`src/rtl/key_lut_mux_if.sv`:
```
// key_lut_mux_if: write, lookup and result signals of the key lookup table
interface key_lut_mux_if #(
  parameter int NR_KEY   = 4,
  parameter int KEY_LEN  = 2,
  parameter int DATA_LEN = 8,
  parameter int CNT_LEN  = 8
);
  localparam int IDX_LEN = $clog2(NR_KEY);
  logic                wr_en;
  logic [IDX_LEN-1:0]  wr_idx;
  logic [KEY_LEN-1:0]  wr_key;
  logic [DATA_LEN-1:0] wr_data;
  logic                clr;
  logic [DATA_LEN-1:0] def_data;
  logic                in_valid;
  logic [KEY_LEN-1:0]  in_key;
  logic                out_valid;
  logic [DATA_LEN-1:0] out_data;
  logic                out_hit;
  logic [IDX_LEN-1:0]  out_idx;
  logic [CNT_LEN-1:0]  hit_cnt;
  modport master (
    output wr_en, wr_idx, wr_key, wr_data, clr, def_data, in_valid, in_key,
    input  out_valid, out_data, out_hit, out_idx, hit_cnt
  );
  modport slave (
    input  wr_en, wr_idx, wr_key, wr_data, clr, def_data, in_valid, in_key,
    output out_valid, out_data, out_hit, out_idx, hit_cnt
  );
endinterface

```
`src/rtl/key_lut_mux.sv`:
```
// key_lut_mux: writable key table with registered lookup and saturating hit counter
module key_lut_mux #(
  parameter int NR_KEY   = 4,
  parameter int KEY_LEN  = 2,
  parameter int DATA_LEN = 8,
  parameter int CNT_LEN  = 8
) (
  input logic clk,
  input logic rst,
  key_lut_mux_if.slave bus
);
  localparam int IDX_LEN = $clog2(NR_KEY);
  logic [NR_KEY-1:0]   v_q;
  logic [KEY_LEN-1:0]  key_q [NR_KEY];
  logic [DATA_LEN-1:0] tbl_q [NR_KEY];
  logic                valid_q;
  logic [DATA_LEN-1:0] data_q;
  logic                hit_q;
  logic [IDX_LEN-1:0]  idx_q;
  logic [CNT_LEN-1:0]  cnt_q;
  logic                hit_d;
  logic [IDX_LEN-1:0]  idx_d;
  logic                wr_ok;
  assign wr_ok = bus.wr_en && (int'(bus.wr_idx) < NR_KEY);
  // priority match over the pre-write table; scanning downward lets the lowest index win
  always_comb begin
    hit_d = 1'b0;
    idx_d = '0;
    for (int i = NR_KEY - 1; i >= 0; i--)
      if (v_q[i] && key_q[i] == bus.in_key) begin
        hit_d = 1'b1;
        idx_d = IDX_LEN'(i);
      end
  end
  // valid bits: clr drops all, a same-cycle write re-validates its own entry
  always_ff @(posedge clk) begin
    if (rst) v_q <= '0;
    else begin
      if (bus.clr) v_q <= '0;
      if (wr_ok) v_q[bus.wr_idx] <= 1'b1;
    end
  end
  // key/data storage, intentionally not reset
  always_ff @(posedge clk) begin
    if (wr_ok) begin
      key_q[bus.wr_idx] <= bus.wr_key;
      tbl_q[bus.wr_idx] <= bus.wr_data;
    end
  end
  // registered lookup result and saturating hit counter; result fields hold when idle
  always_ff @(posedge clk) begin
    if (rst) begin
      valid_q <= 1'b0;
      data_q  <= '0;
      hit_q   <= 1'b0;
      idx_q   <= '0;
      cnt_q   <= '0;
    end else begin
      valid_q <= bus.in_valid;
      if (bus.in_valid) begin
        data_q <= hit_d ? tbl_q[idx_d] : bus.def_data;
        hit_q  <= hit_d;
        idx_q  <= idx_d;
        if (hit_d && cnt_q != '1) cnt_q <= cnt_q + 1'b1;
      end
    end
  end
  assign bus.out_valid = valid_q;
  assign bus.out_data  = data_q;
  assign bus.out_hit   = hit_q;
  assign bus.out_idx   = idx_q;
  assign bus.hit_cnt   = cnt_q;
endmodule

```
`src/flat_wrapper.sv`:
```
// flat-port wrapper written by rule: the top's interface ports become plain ports
module key_lut_mux_flat 
#(
  parameter int NR_KEY   = 4,
  parameter int KEY_LEN  = 2,
  parameter int DATA_LEN = 8,
  parameter int CNT_LEN  = 8
)
  (clk, rst, bus_wr_en, bus_wr_idx, bus_wr_key, bus_wr_data, bus_clr, bus_def_data, bus_in_valid, bus_in_key, bus_out_valid, bus_out_data, bus_out_hit, bus_out_idx, bus_hit_cnt);
  key_lut_mux_if #(.NR_KEY(NR_KEY), .KEY_LEN(KEY_LEN), .DATA_LEN(DATA_LEN), .CNT_LEN(CNT_LEN)) bus_i ();
  input logic clk;
  input logic rst;
  input wire logic [$bits(bus_i.wr_en)-1:0] bus_wr_en;
  input wire logic [$bits(bus_i.wr_idx)-1:0] bus_wr_idx;
  input wire logic [$bits(bus_i.wr_key)-1:0] bus_wr_key;
  input wire logic [$bits(bus_i.wr_data)-1:0] bus_wr_data;
  input wire logic [$bits(bus_i.clr)-1:0] bus_clr;
  input wire logic [$bits(bus_i.def_data)-1:0] bus_def_data;
  input wire logic [$bits(bus_i.in_valid)-1:0] bus_in_valid;
  input wire logic [$bits(bus_i.in_key)-1:0] bus_in_key;
  output wire logic [$bits(bus_i.out_valid)-1:0] bus_out_valid;
  output wire logic [$bits(bus_i.out_data)-1:0] bus_out_data;
  output wire logic [$bits(bus_i.out_hit)-1:0] bus_out_hit;
  output wire logic [$bits(bus_i.out_idx)-1:0] bus_out_idx;
  output wire logic [$bits(bus_i.hit_cnt)-1:0] bus_hit_cnt;
  assign bus_i.wr_en = bus_wr_en;
  assign bus_i.wr_idx = bus_wr_idx;
  assign bus_i.wr_key = bus_wr_key;
  assign bus_i.wr_data = bus_wr_data;
  assign bus_i.clr = bus_clr;
  assign bus_i.def_data = bus_def_data;
  assign bus_i.in_valid = bus_in_valid;
  assign bus_i.in_key = bus_in_key;
  assign bus_out_valid = bus_i.out_valid;
  assign bus_out_data = bus_i.out_data;
  assign bus_out_hit = bus_i.out_hit;
  assign bus_out_idx = bus_i.out_idx;
  assign bus_hit_cnt = bus_i.hit_cnt;
  key_lut_mux #(.NR_KEY(NR_KEY), .KEY_LEN(KEY_LEN), .DATA_LEN(DATA_LEN), .CNT_LEN(CNT_LEN)) u_core (.clk(clk), .rst(rst), .bus(bus_i));
endmodule
```
`config.mk`:
```
export PLATFORM = sky130hd
export DESIGN_NAME = key_lut_mux_flat
export DESIGN_NICKNAME = d
export VERILOG_FILES = /design/src/rtl/key_lut_mux_if.sv /design/src/rtl/key_lut_mux.sv /design/src/flat_wrapper.sv
export SDC_FILE = /design/constraint.sdc
export NUM_CORES = 1
export LEC_CHECK = 0
export BUFFER_PORTS_ARGS = -buffer_cell sky130_fd_sc_hd__buf_2
export CORE_UTILIZATION = 59
export DETAILED_ROUTE_END_ITERATION = 10
export HOLD_SLACK_MARGIN = 0.12
export PLACE_DENSITY = 0.82
export SETUP_SLACK_MARGIN = 0.2
export SLEW_MARGIN = 20
export SYNTH_ARGS = -nofsm -noshare
export SYNTH_HDL_FRONTEND = slang
export SYNTH_SLANG_ARGS = --single-unit
export TNS_END_PERCENT = 100
```
`constraint.sdc`:
```
create_clock -name clk -period 4.3 [get_ports clk]
set_input_delay 0.215 -clock clk [delete_from_list [all_inputs] [get_ports clk]]
set_output_delay 0.215 -clock clk [all_outputs]
set_load 0.02 [all_outputs]
```
; Word-level counts from Yosys, hierarchy flattened
; Memory sizes are Yosys's and may differ from the RTL's.
; Index checks and enable logic that the tools add are counted.
[word_totals]
rom_bits = 0
ram_bits = 40
latch_bits = 0
output_inout_bits = 20
inputBits = 27
mem_count = 2
elab_cells = 40
ff_bits = 24
[memory_table]
columns = name, words, word_bits, read_ports, rd_clocked_by_memory_dff, wr, line_no
row1 = u_core.tbl_q, 4, 8, 1, 0, 1, key_lut_mux.sv:15  ; logic [DATA_LEN-1:0] tbl_q [NR_KEY];
row2 = u_core.key_q, 4, 2, 4, 0, 1, key_lut_mux.sv:14  ; logic [KEY_LEN-1:0] key_q [NR_KEY];
[op_classes]
mux = 16
n_bitwise = 1
n_eq_ne = 5
multipliers = 0
n_div = 0
n_shift = 0
order_cmp = 2
add_sub_neg = 1
reduce_logical = 7
[op_table]
columns = op, count
row1 = $mux 4, 3
row2 = $add 8x1->8 const B, 1
row3 = $eq 2x2->1, 4
row4 = $mux 2, 4
row5 = $mux 8, 1
row6 = $ne 8x8->1 const B, 1
row7 = $mux 1, 7
row8 = $logic_and 1x1->1, 6
row9 = $or 4x4->4, 1
row10 = $lt 2x3->1 const B, 1
row11 = $demux 1 s2, 1
row12 = $ge 2x1->1 const B, 1
row13 = $reduce_and 2->1, 1

; Longest topological paths before layout
[logic_depth]
ltp_word = 8
ltp_mapped = 8
depth_no_buf = 6

; Least setup slack after synthesis
; No wires, ideal clock.
[synth_timing]
path_kind = register to register
from = register u_core.cnt_q[0], in the netlist u_core.bus.hit_cnt[0]
to = register u_core.cnt_q[5], in the netlist u_core.bus.hit_cnt[5]
stages_incl_launch_ff = 7
required_ps = 4179
slack_ps = 2294
setup_time_ps = 121
arrival_ps = 1885
synth_period_minus_slack_ps = 2006
path_buffers = 0
cell_sequence = dfxtp_1 > ha_1 > nand2_1 > nor3b_1 > nor2_1 > and4_4 > mux2_4
[synth_via]
elab_chain_len = 3
elab_cells_between_ends = 4
classes_between = add/sub: 1 / eq/ne: 1 / reduce/logical: 2
[synth_lines]
columns = element, line_no
row1 = "start, declared", key_lut_mux.sv:20  ; logic [CNT_LEN-1:0] cnt_q;
row2 = "start signal, assigned", key_lut_mux.sv:64  ; if (hit_d && cnt_q != '1) cnt_q <= cnt_q + 1'b1;
row3 = "parallel branches: the longest is 3 deep, another holds $add 8x1->8", n/a
; Parallel ways; which one is timed is not known.
; A chain may end at the register's enable or synchronous reset.

==> impl_metrics.csv <==
group,metric,value,unit
status,status,"finished clean",
cts,cts_made_buffers,9,
global_route,grt_antenna_before_repair,0,
detailed_routing,vias,1992,
setup_path,startpoint,"u_core.key_q[1][1]",
die,initial_core_util,0.610,
placed_design,gp_congestion,0.831,
setup_path,r2r_cells,5,
global_route,grt_max_degree,29,
cts,htree_levels,3,
setup_path,reg2reg_to,"u_core.bus.out_data[1]",
cts,cts_tree,"built",
cts,clk-insertion-delay-late,340,ps
setup_path,path_cells,"xnor2_1, and3_1, nor4b_4, a221oi_1, a311oi_1",
synth,synth_warnings,0,
setup_path,rrSetupSlack,1820,ps
finish,drive_above_1_share,0.255,
die,dieArea,0.00478,mm2
die,rows,24,
synth,yosysSeqAreaShare,0.633,
setup_path,cpMaxStageDelayCell,"nor4b_4",
die,die_x,69.1,um
cts,path_clk_slew,70,ps
power,peakVddDrop,293,uV
cts,cts_max_path_buffers,2,
cts,clkSinkCount,64,
finish,n_antenna_cell,0,
detailed_routing,via_per_inst,6.11,
global_route,grt_pass1_wl,9210,um
flow_run,cap_viol_max_count,0,
worst_hold_path,min_path_type,"input port to flip-flop",
synth,synthesis.area,0.00266,mm2
finish,nNetsFinal,297,
timing,tightest_slew,834,ps
synth,ys_seq_elements,64,
synth,syn_area_per_cell,12.4,um2
synth,async_reset_ff_frac,0,
timing,final.period_utilization,0.577,
setup_path,critPathKind,"flip-flop to flip-flop",
finish,syn_to_final_growth,21.7,%
detailed_routing,route.detailed.drc,0,
finish,final_cell_mix,"46 x buf_2, 40 x edfxtp_1, 24 x dfxtp_1",
power,finalPower,1410,uW
die,die_h,69.1,um
setup_path,worst-path-stages,5,
global_route,grt_overflow,0,
setup_path,critPathTopFamily,"simple AND/OR/NAND/NOR gates",
timing,final_max_slew_viol_count,0,
timing,min_period,2480,ps
synth,synth_cell_types,44,
setup_path,crit_path_max_incr_delay,840,ps
setup_path,regToRegStartpoint,"u_core.key_q[1][1]",
placed_design,dp.cells,300,
power,cellPowerDensity,435,mW/mm2
finish,final_common_cell,"buf_2",
setup_path,cp-start-kind,"flip-flop",
timing,finalHoldViolCount,0,
timing,setup_slack,1820,ps
detailed_routing,wl_per_cell,17.3,um
setup_path,end_kind,"flip-flop",
detailed_routing,wl,5640,um
global_route,grt_pass1_vias,1903,
setup_path,crit_buf_inv,0,
detailed_routing,first_iter_violations,145,
detailed_routing,ant_nets,0,
timing,rsz0062_at_grt,"no",
die,io-pin-count,47,
placed_design,dp_hpwl,3490,um
synth,synth_edf_count,40,
die,core_area,0.00435,mm2
cts,postCtsSetupRepairBufs,0,
finish,stdcell_count,326,
global_route,grtUsageTotal,0.251,
synth,synth_fp_nets,243,
timing,relSlewSlack,0.441,
setup_path,crit_end,"u_core.bus.out_data[1]",
synth,synth-main-ff-cell,"edfxtp_1",
setup_path,crit_required,4530,ps
timing,setup_violations,0,
placed_design,dp_slack,1860,ps
power,p_leak,0.00121,uW
setup_path,arrival,2710,ps
cts,cts-root-buf,"clkbuf_8",
detailed_routing,drt_pass1_iterations,5,
timing,max_freq,403,MHz
placed_design,portBuffers,46,
timing,setup_tns,0,ps
setup_path,worstPathMaxFanout,21,
synth,syn_inst,215,
timing,finClkSkew,8.46,ps
## worst register-to-register path, delay by kind of cell, from the launching register on
family,cells,cell delay (ps)
AO/OA/AOI/OAI,2,570
XOR/XNOR,1,150
flip-flops,1,390
AND/OR/NAND/NOR,2,1260
## synthesized netlist by cell type, types with 3 or more instances
library cell	number	share of area
o31ai_1	3	0.0085
a21oi_1	9	0.017
a221oi_1	8	0.026
nand3_1	4	0.0075
inv_1	3	0.0042
and3_1	4	0.0094
edfxtp_1	40	0.45
dfxtp_1	24	0.18
nor2_1	22	0.031
a311oi_1	9	0.030
nand2_1	13	0.018
clkbuf_1	9	0.013
nor4b_1	8	0.026
xnor2_1	8	0.026
and2_0	6	0.014
o21ai_1	8	0.015
## layer usage
metal  GRT usage  vias up  wire length (um)
li1            -      930                 -
met1       0.328      954              2400
met2       0.403       95              2720
met3      0.0614       13               413
met4       0.104        0               110
met5           0        -                 0
## where the power goes
part	switching [uW]	internal, uW	leakage, uW
clock	232	386	0.000119
combinational	57.8	39.5	0.000524
sequential	10.9	681	0.000564
total	301	1110	0.00121
## worst min-delay path by stage
stage,from,endpoint,slack (ps),cells after the start
floorplan,bus_wr_key[0],u_core.key_q[0][0],310,0
global placement,bus_wr_data[5],u_core.tbl_q[1][5],430,1
detailed placement,bus_wr_data[0],u_core.tbl_q[3][0],440,1
CTS,bus_clr,u_core.v_q[3],220,4
global route,bus_clr,u_core.v_q[3],270,4
finish,bus_clr,u_core.v_q[3],230,4
## stage by stage
stage	hold WS, ps	cell area, um2	util
floorplan	314	2660	-
global placement	429	2890	0.663
detailed placement	436	2890	0.663
CTS	220	3230	0.742
global route	268	3230	0.743
finish	228	3230	0.743
## state kept, by name, summed over array words and instances, names as in the netlist
name                  flops
u_core.bus.out_idx        2
u_core.bus.out_data       8
u_core.bus.out_valid      1
u_core.bus.hit_cnt        8
u_core.bus.out_hit        1
u_core.tbl_q             32
u_core.v_q                4
u_core.key_q              8
## layout make-up
class                      instances  area, um2
multi-input combinational        134        893
sequential                        64       1680
clock inverter                     7        120
clock buffer                       9        124
tap                               52       65.1
fill                             299       1120
inverter                           3       11.3
timing repair buffer              57        338
## cell families (layout without fill, tap and decap cells)
| kind of cell | Yosys count | after routing | synth area share |
|---|---|---|---|
| multiplexers | 3 | 3 | 0.0137 |
| XOR/XNOR | 8 | 8 | 0.0264 |
| adder cells (fa/ha/maj) | 1 | 1 | 0.00471 |
| flip-flops | 64 | 64 | 0.633 |
| AO/OA/AOI/OAI | 42 | 42 | 0.112 |
| buffers and inverters | 17 | 76 | 0.0320 |
| AND/OR/NAND/NOR | 80 | 80 | 0.179 |
## timing repair
| action | 4_1_cts | 5_1_grt |
|---|---|---|
| hold buffers | 10 | 0 |
| endpoints found under the hold margin | 40 | 0 |
| gates resized for setup | 0 | 0 |
No activity file was read; power rests on OpenSTA's default activity.
